## config.mk

```make
export PLATFORM = sky130hd
export DESIGN_NAME = sha2_compress_core
export DESIGN_NICKNAME = d
export VERILOG_FILES = /design/src/rtl/sha2_compress_core.sv
export SDC_FILE = /design/constraint.sdc
export NUM_CORES = 2
export LEC_CHECK = 0
export CORE_ASPECT_RATIO = 0.75
export CORE_MARGIN = 2
export CORE_UTILIZATION = 65
export CTS_CLUSTER_SIZE = 20
export DETAILED_ROUTE_END_ITERATION = 7
export HOLD_SLACK_MARGIN = 0.05
export PLACE_DENSITY = 0.92
export SETUP_SLACK_MARGIN = 0.05
export SLEW_MARGIN = 20
export SYNTH_ARGS = -nofsm -noshare
export SYNTH_HDL_FRONTEND = slang
export SYNTH_SLANG_ARGS = --single-unit
```

## constraint.sdc

```tcl
create_clock -name clk -period 23.9 [get_ports clk]
set_input_delay 4.78 -clock clk [delete_from_list [all_inputs] [get_ports clk]]
set_output_delay 4.78 -clock clk [all_outputs]
set_load 0.01 [all_outputs]
```

## src/rtl/sha2_compress_core.sv

```systemverilog
// SHA-224/SHA-256 compression engine: UNROLL rounds per clock, chaining hash kept
// on chip, digest streamed out as 32-bit words with a valid/ready handshake.
module sha2_compress_core #(
    parameter int DATA_WIDTH = 32,
    parameter int UNROLL     = 1
) (
    input  logic                         clk,
    input  logic                         rst_n,
    input  logic                         start_in,
    input  logic                         first_in,
    input  logic                         mode_in,
    input  logic                         w_valid_in,
    input  logic [UNROLL*DATA_WIDTH-1:0] w_in,
    output logic                         w_ready_out,
    output logic [5:0]                   round_out,
    output logic                         busy_out,
    output logic                         digest_valid_out,
    output logic [DATA_WIDTH-1:0]        digest_out,
    output logic                         digest_last_out,
    input  logic                         digest_ready_in
);

    if (DATA_WIDTH != 32) begin : gen_bad_width
        $error("sha2_compress_core: DATA_WIDTH must be 32");
    end
    if (UNROLL != 1 && UNROLL != 2 && UNROLL != 4) begin : gen_bad_unroll
        $error("sha2_compress_core: UNROLL must be 1, 2 or 4");
    end

    typedef enum logic [1:0] {IDLE, ROUND, FINAL, SEND} state_t;

    // Packed hash words: element 0 is H0 / working variable a.
    localparam logic [7:0][31:0] IV256 = {
        32'h5be0cd19, 32'h1f83d9ab, 32'h9b05688c, 32'h510e527f,
        32'ha54ff53a, 32'h3c6ef372, 32'hbb67ae85, 32'h6a09e667};
    localparam logic [7:0][31:0] IV224 = {
        32'hbefa4fa4, 32'h64f98fa7, 32'h68581511, 32'hffc00b31,
        32'hf70e5939, 32'h3070dd17, 32'h367cd507, 32'hc1059ed8};

    localparam logic [31:0] K_TAB [0:63] = '{
        32'h428a2f98, 32'h71374491, 32'hb5c0fbcf, 32'he9b5dba5, 32'h3956c25b, 32'h59f111f1, 32'h923f82a4, 32'hab1c5ed5,
        32'hd807aa98, 32'h12835b01, 32'h243185be, 32'h550c7dc3, 32'h72be5d74, 32'h80deb1fe, 32'h9bdc06a7, 32'hc19bf174,
        32'he49b69c1, 32'hefbe4786, 32'h0fc19dc6, 32'h240ca1cc, 32'h2de92c6f, 32'h4a7484aa, 32'h5cb0a9dc, 32'h76f988da,
        32'h983e5152, 32'ha831c66d, 32'hb00327c8, 32'hbf597fc7, 32'hc6e00bf3, 32'hd5a79147, 32'h06ca6351, 32'h14292967,
        32'h27b70a85, 32'h2e1b2138, 32'h4d2c6dfc, 32'h53380d13, 32'h650a7354, 32'h766a0abb, 32'h81c2c92e, 32'h92722c85,
        32'ha2bfe8a1, 32'ha81a664b, 32'hc24b8b70, 32'hc76c51a3, 32'hd192e819, 32'hd6990624, 32'hf40e3585, 32'h106aa070,
        32'h19a4c116, 32'h1e376c08, 32'h2748774c, 32'h34b0bcb5, 32'h391c0cb3, 32'h4ed8aa4a, 32'h5b9cca4f, 32'h682e6ff3,
        32'h748f82ee, 32'h78a5636f, 32'h84c87814, 32'h8cc70208, 32'h90befffa, 32'ha4506ceb, 32'hbef9a3f7, 32'hc67178f2};

    function automatic logic [31:0] rotr(input logic [31:0] x, input int n);
        return (x >> n) | (x << (32 - n));
    endfunction

    function automatic logic [31:0] ep0(input logic [31:0] x);
        return rotr(x, 2) ^ rotr(x, 13) ^ rotr(x, 22);
    endfunction

    function automatic logic [31:0] ep1(input logic [31:0] x);
        return rotr(x, 6) ^ rotr(x, 11) ^ rotr(x, 25);
    endfunction

    function automatic logic [31:0] ch(input logic [31:0] x, input logic [31:0] y, input logic [31:0] z);
        return (x & y) ^ (~x & z);
    endfunction

    function automatic logic [31:0] maj(input logic [31:0] x, input logic [31:0] y, input logic [31:0] z);
        return (x & y) ^ (x & z) ^ (y & z);
    endfunction

    state_t           state_reg;
    state_t           state_next;
    logic [7:0][31:0] work_reg;
    logic [7:0][31:0] hash_reg;
    logic             mode_reg;
    logic [5:0]       t_reg;
    logic [2:0]       cnt_reg;
    logic             last_word;
    logic [7:0][31:0] iv_sel;
    logic [7:0][31:0] chain [0:UNROLL];

    assign iv_sel    = mode_in ? IV224 : IV256;
    assign last_word = (cnt_reg == (mode_reg ? 3'd6 : 3'd7));
    assign round_out = t_reg;
    assign chain[0]  = work_reg;

    // Combinational chain of UNROLL rounds; stage gi uses K[t+gi] and W[t+gi].
    for (genvar gi = 0; gi < UNROLL; gi++) begin : gen_round
        logic [5:0]  k_idx;
        logic [31:0] t1;
        logic [31:0] t2;
        assign k_idx = t_reg + 6'(gi);
        assign t1 = chain[gi][7] + ep1(chain[gi][4]) + ch(chain[gi][4], chain[gi][5], chain[gi][6])
                  + K_TAB[k_idx] + w_in[gi*DATA_WIDTH +: 32];
        assign t2 = ep0(chain[gi][0]) + maj(chain[gi][0], chain[gi][1], chain[gi][2]);
        assign chain[gi+1] = {chain[gi][6:4], chain[gi][3] + t1, chain[gi][2:0], t1 + t2};
    end

    always_ff @(posedge clk or negedge rst_n) begin
        if (!rst_n) begin
            state_reg <= IDLE;
        end else begin
            state_reg <= state_next;
        end
    end

    always_comb begin
        state_next       = state_reg;
        w_ready_out      = 1'b0;
        busy_out         = (state_reg != IDLE);
        digest_valid_out = 1'b0;
        digest_out       = '0;
        digest_last_out  = 1'b0;
        case (state_reg)
            IDLE: begin
                if (start_in) state_next = ROUND;
            end
            ROUND: begin
                w_ready_out = 1'b1;
                if (w_valid_in && t_reg == 6'(64 - UNROLL)) state_next = FINAL;
            end
            FINAL: state_next = SEND;
            SEND: begin
                digest_valid_out = 1'b1;
                digest_out       = hash_reg[cnt_reg];
                digest_last_out  = last_word;
                if (digest_ready_in && last_word) state_next = IDLE;
            end
            default: state_next = IDLE;
        endcase
    end

    always_ff @(posedge clk or negedge rst_n) begin
        if (!rst_n) begin
            work_reg <= '0;
            hash_reg <= '0;
            mode_reg <= 1'b0;
            t_reg    <= '0;
            cnt_reg  <= '0;
        end else begin
            case (state_reg)
                IDLE: begin
                    if (start_in) begin
                        if (first_in) begin
                            mode_reg <= mode_in;
                            hash_reg <= iv_sel;
                            work_reg <= iv_sel;
                        end else begin
                            work_reg <= hash_reg;
                        end
                        t_reg <= '0;
                    end
                end
                ROUND: begin
                    if (w_valid_in) begin
                        work_reg <= chain[UNROLL];
                        t_reg    <= t_reg + 6'(UNROLL);
                    end
                end
                FINAL: begin
                    for (int i = 0; i < 8; i++) begin
                        hash_reg[i] <= hash_reg[i] + work_reg[i];
                    end
                    cnt_reg <= '0;
                end
                SEND: begin
                    if (digest_ready_in && !last_word) cnt_reg <= cnt_reg + 3'd1;
                end
                default: ;
            endcase
        end
    end

endmodule
```

==> impl_results.md <==
- Post-Syn Instances: 6,092
- CP most frequent cell: fa_1
- Min Tclk post-route: 11.78 ns
- Critical path peak fanout: 6
- Chip Height: 243 um
- Combinational family with the most area after synthesis: compound AO/OA/AOI/OAI gates
- Overflow left after global routing: 0
- Via-to-Cell Ratio: 7.11
- Synth unique cells: 83
- Initial antenna violation count: 2
- CTS Sinks: 524
- Worst Max-Slew Pin Slew: 1.18 ns
- Asr flop ratio synth: 1.00
- Slowest stage delay, CP: 0.56 ns
- Max Root-Sink Buffers: 3
- Main area contributors after synthesis: dfrtp_1 27%, ha_1 9.4%, a21oi_1 6.9%
- Initial Utilization: 0.657
- Arr. time, crit path: 12.34 ns
- Post-DP HPWL: 140 mm
- Top cell type's share of synthesized area: 0.265
- Xor and xnor fraction of the mapped netlist area: 0.0745
- Die W: 322 um
- Overall routed net length: 194 mm
- CP required: 24.46 ns
- Layout cell share with drive strength beyond 1: 0.0551
- Final Hold Viols: 0
- WL/cell: 27.7 um
- Setup_tns: 0 ns
- Global-route wire length before repair: 289 mm
- Post-synthesis mux area share: 0.0540
- Crit path kind: primary input to flop
- Filler Cell Count: 5,867
- Site Rows: 87
- Min-delay worst type: flop to flop
- Die ar.: 78,200 um2
- Post-Syn Area: 49,400 um2
- Total GRT Usage: 0.486
- Largest net degree at the start of global routing: 156
- Crit start category: primary input
- RSZ-0062 raised after global routing: no
- DRC Markers: 0
- Clock Skew: 0.0372 ns
- First drt pass iteration count: 7
- Post-synth net total: 6,638
- Worst-path clk slew: 0.07 ns
- Synth Area per Inst: 8.11 um2
- EDFF count, synth: 0
- Post-synthesis sequential area ratio: 0.265
- CTS buffer count: 56
- Synth top cells by count: 683 x a21oi_1, 640 x o21ai_0, 631 x nor2_1
- Multi-input logic area: 33,500 um2
- Clock latency on the worst-skew pair: 0.70 ns
- Core Area: 75,200 um2
- Max_cap viols: 0
- Simple-Gate Fraction of Synth Area: 0.142
- Initial DRC Count: 8,375
- Warnings from Yosys: 0
- Area Growth Syn to Fin: 6.54%
- Final setup vio count: 0
- Fmax: 0.0849 GHz
- Cells resized by post-CTS repair: 0
- Post-route ant nets: 0
- Largest area contributor in the netlist: dfrtp_1
- Slew Limit Headroom: 0.212
- Slowest cell on crit path: fa_1
- CTS H-tree lvls: 2
- TritonCTS clock tree: done
- Cts hold-fix bufs: 0
- Fin crit share: 0.493
- Vias: 49,700
- # IOs: 81
- GP Congestion: 1.08
- FF+latch count, synth: 524
- Slew Limit Fails: 0
- Count leader, synth: a21oi_1
- Synth Area in Compound Gates: 0.256
- Vias in the first global route: 46,400
- CTS root buffer: clkbuf_16
- Worst setup EP type: flop
- Dominant synthesized flop cell: dfrtp_1
- Nets: 6,469
- Post-CTS Setup Bufs: 0
- Outcome: completed
- PortBufs: 80
- FF/Latch Area: 13,100 um2
- Adder-cell area share of the yosys netlist: 0.150
==> worst paths after layout <==
kind	start	endpoint	slack, ns	depth (start not counted)
worst max-delay path	w_in[1]	chain[62]	12.12	31
worst min register to register	hash_reg[178]	hash_reg[178]	0.53	2
worst max register to register	round_out[0]	chain[62]	14.52	35
max in group asynchronous	rst_n	chain[247]	17.30	3
worst min-delay path	hash_reg[178]	hash_reg[178]	0.53	2
min in group asynchronous	rst_n	hash_reg[75]	4.14	1
==> critical path, delay by kind of cell <==
family,cells,cell delay [ns]
AND/OR/NAND/NOR,4,0.50
AO/OA/AOI/OAI,13,2.94
XOR/XNOR,2,0.35
adder cells (fa/ha/maj),7,3.01
buffers and inverters,5,0.78
==> per-stage QoR <==
| stage | std cells | instance area, um2 | utilization | worst slack (ns) | hold slack (ns) |
|---|---|---|---|---|---|
| 2_1_floorplan | 6092 | 49400 | - | 12.95 | 0.481 |
| 3_3_place_gp | 6888 | 50700 | 0.675 | 11.70 | 0.505 |
| 3_5_place_dp | 6888 | 50700 | 0.675 | 11.70 | 0.516 |
| 4_1_cts | 6993 | 52600 | 0.699 | 12.35 | 0.530 |
| 5_1_grt | 6993 | 52600 | 0.700 | 11.82 | 0.544 |
| 6_report | 6994 | 52600 | 0.700 | 12.12 | 0.527 |
==> per-layer routing <==
metal	routed length [um]	track usage
met5	18	0
met4	12700	0.250
met3	32700	0.192
met2	74500	0.640
met1	73700	0.682
==> kinds of logic after synthesis <==
kind of cell / after synthesis
compound gates: 2097
simple gates: 1597
buf+inv: 768
flops: 524
fa+ha+maj: 511
xor+xnor: 420
mux: 175
==> final cells by class <==
cell class	instances	share of cell area
Sequential cell	524	0.249
Inverter	390	0.0278
Clock inverter	27	0.00497
Clock buffer	78	0.0301
Tap cell	1023	0.0243
Antenna cell	1	0.0000476
Multi-Input combinational cell	4800	0.637
Timing Repair Buffer	151	0.0261
==> cells in the final DEF (no fill, tap or decap), types with 56 or more instances in the layout <==
cell type	netlist	final
nor2_1	631	628
xor2_1	171	171
dfrtp_1	524	517
nand2b_1	56	56
a221oi_1	68	68
a21oi_1	683	682
inv_1	386	384
ha_1	373	371
mux2i_1	66	66
xnor2_1	249	249
clkbuf_16	0	56
clkdlybuf4s50_1	0	78
o22ai_1	74	74
mux4_2	69	69
a21o_1	171	171
buf_4	0	69
nand3_1	94	94
fa_1	134	134
o21ai_0	640	639
nand2_1	494	491
nor3_1	92	92
Power is left out: the tool's default activity adds up to more than one toggle a clock period on the data nets, which glitch-free logic cannot reach.
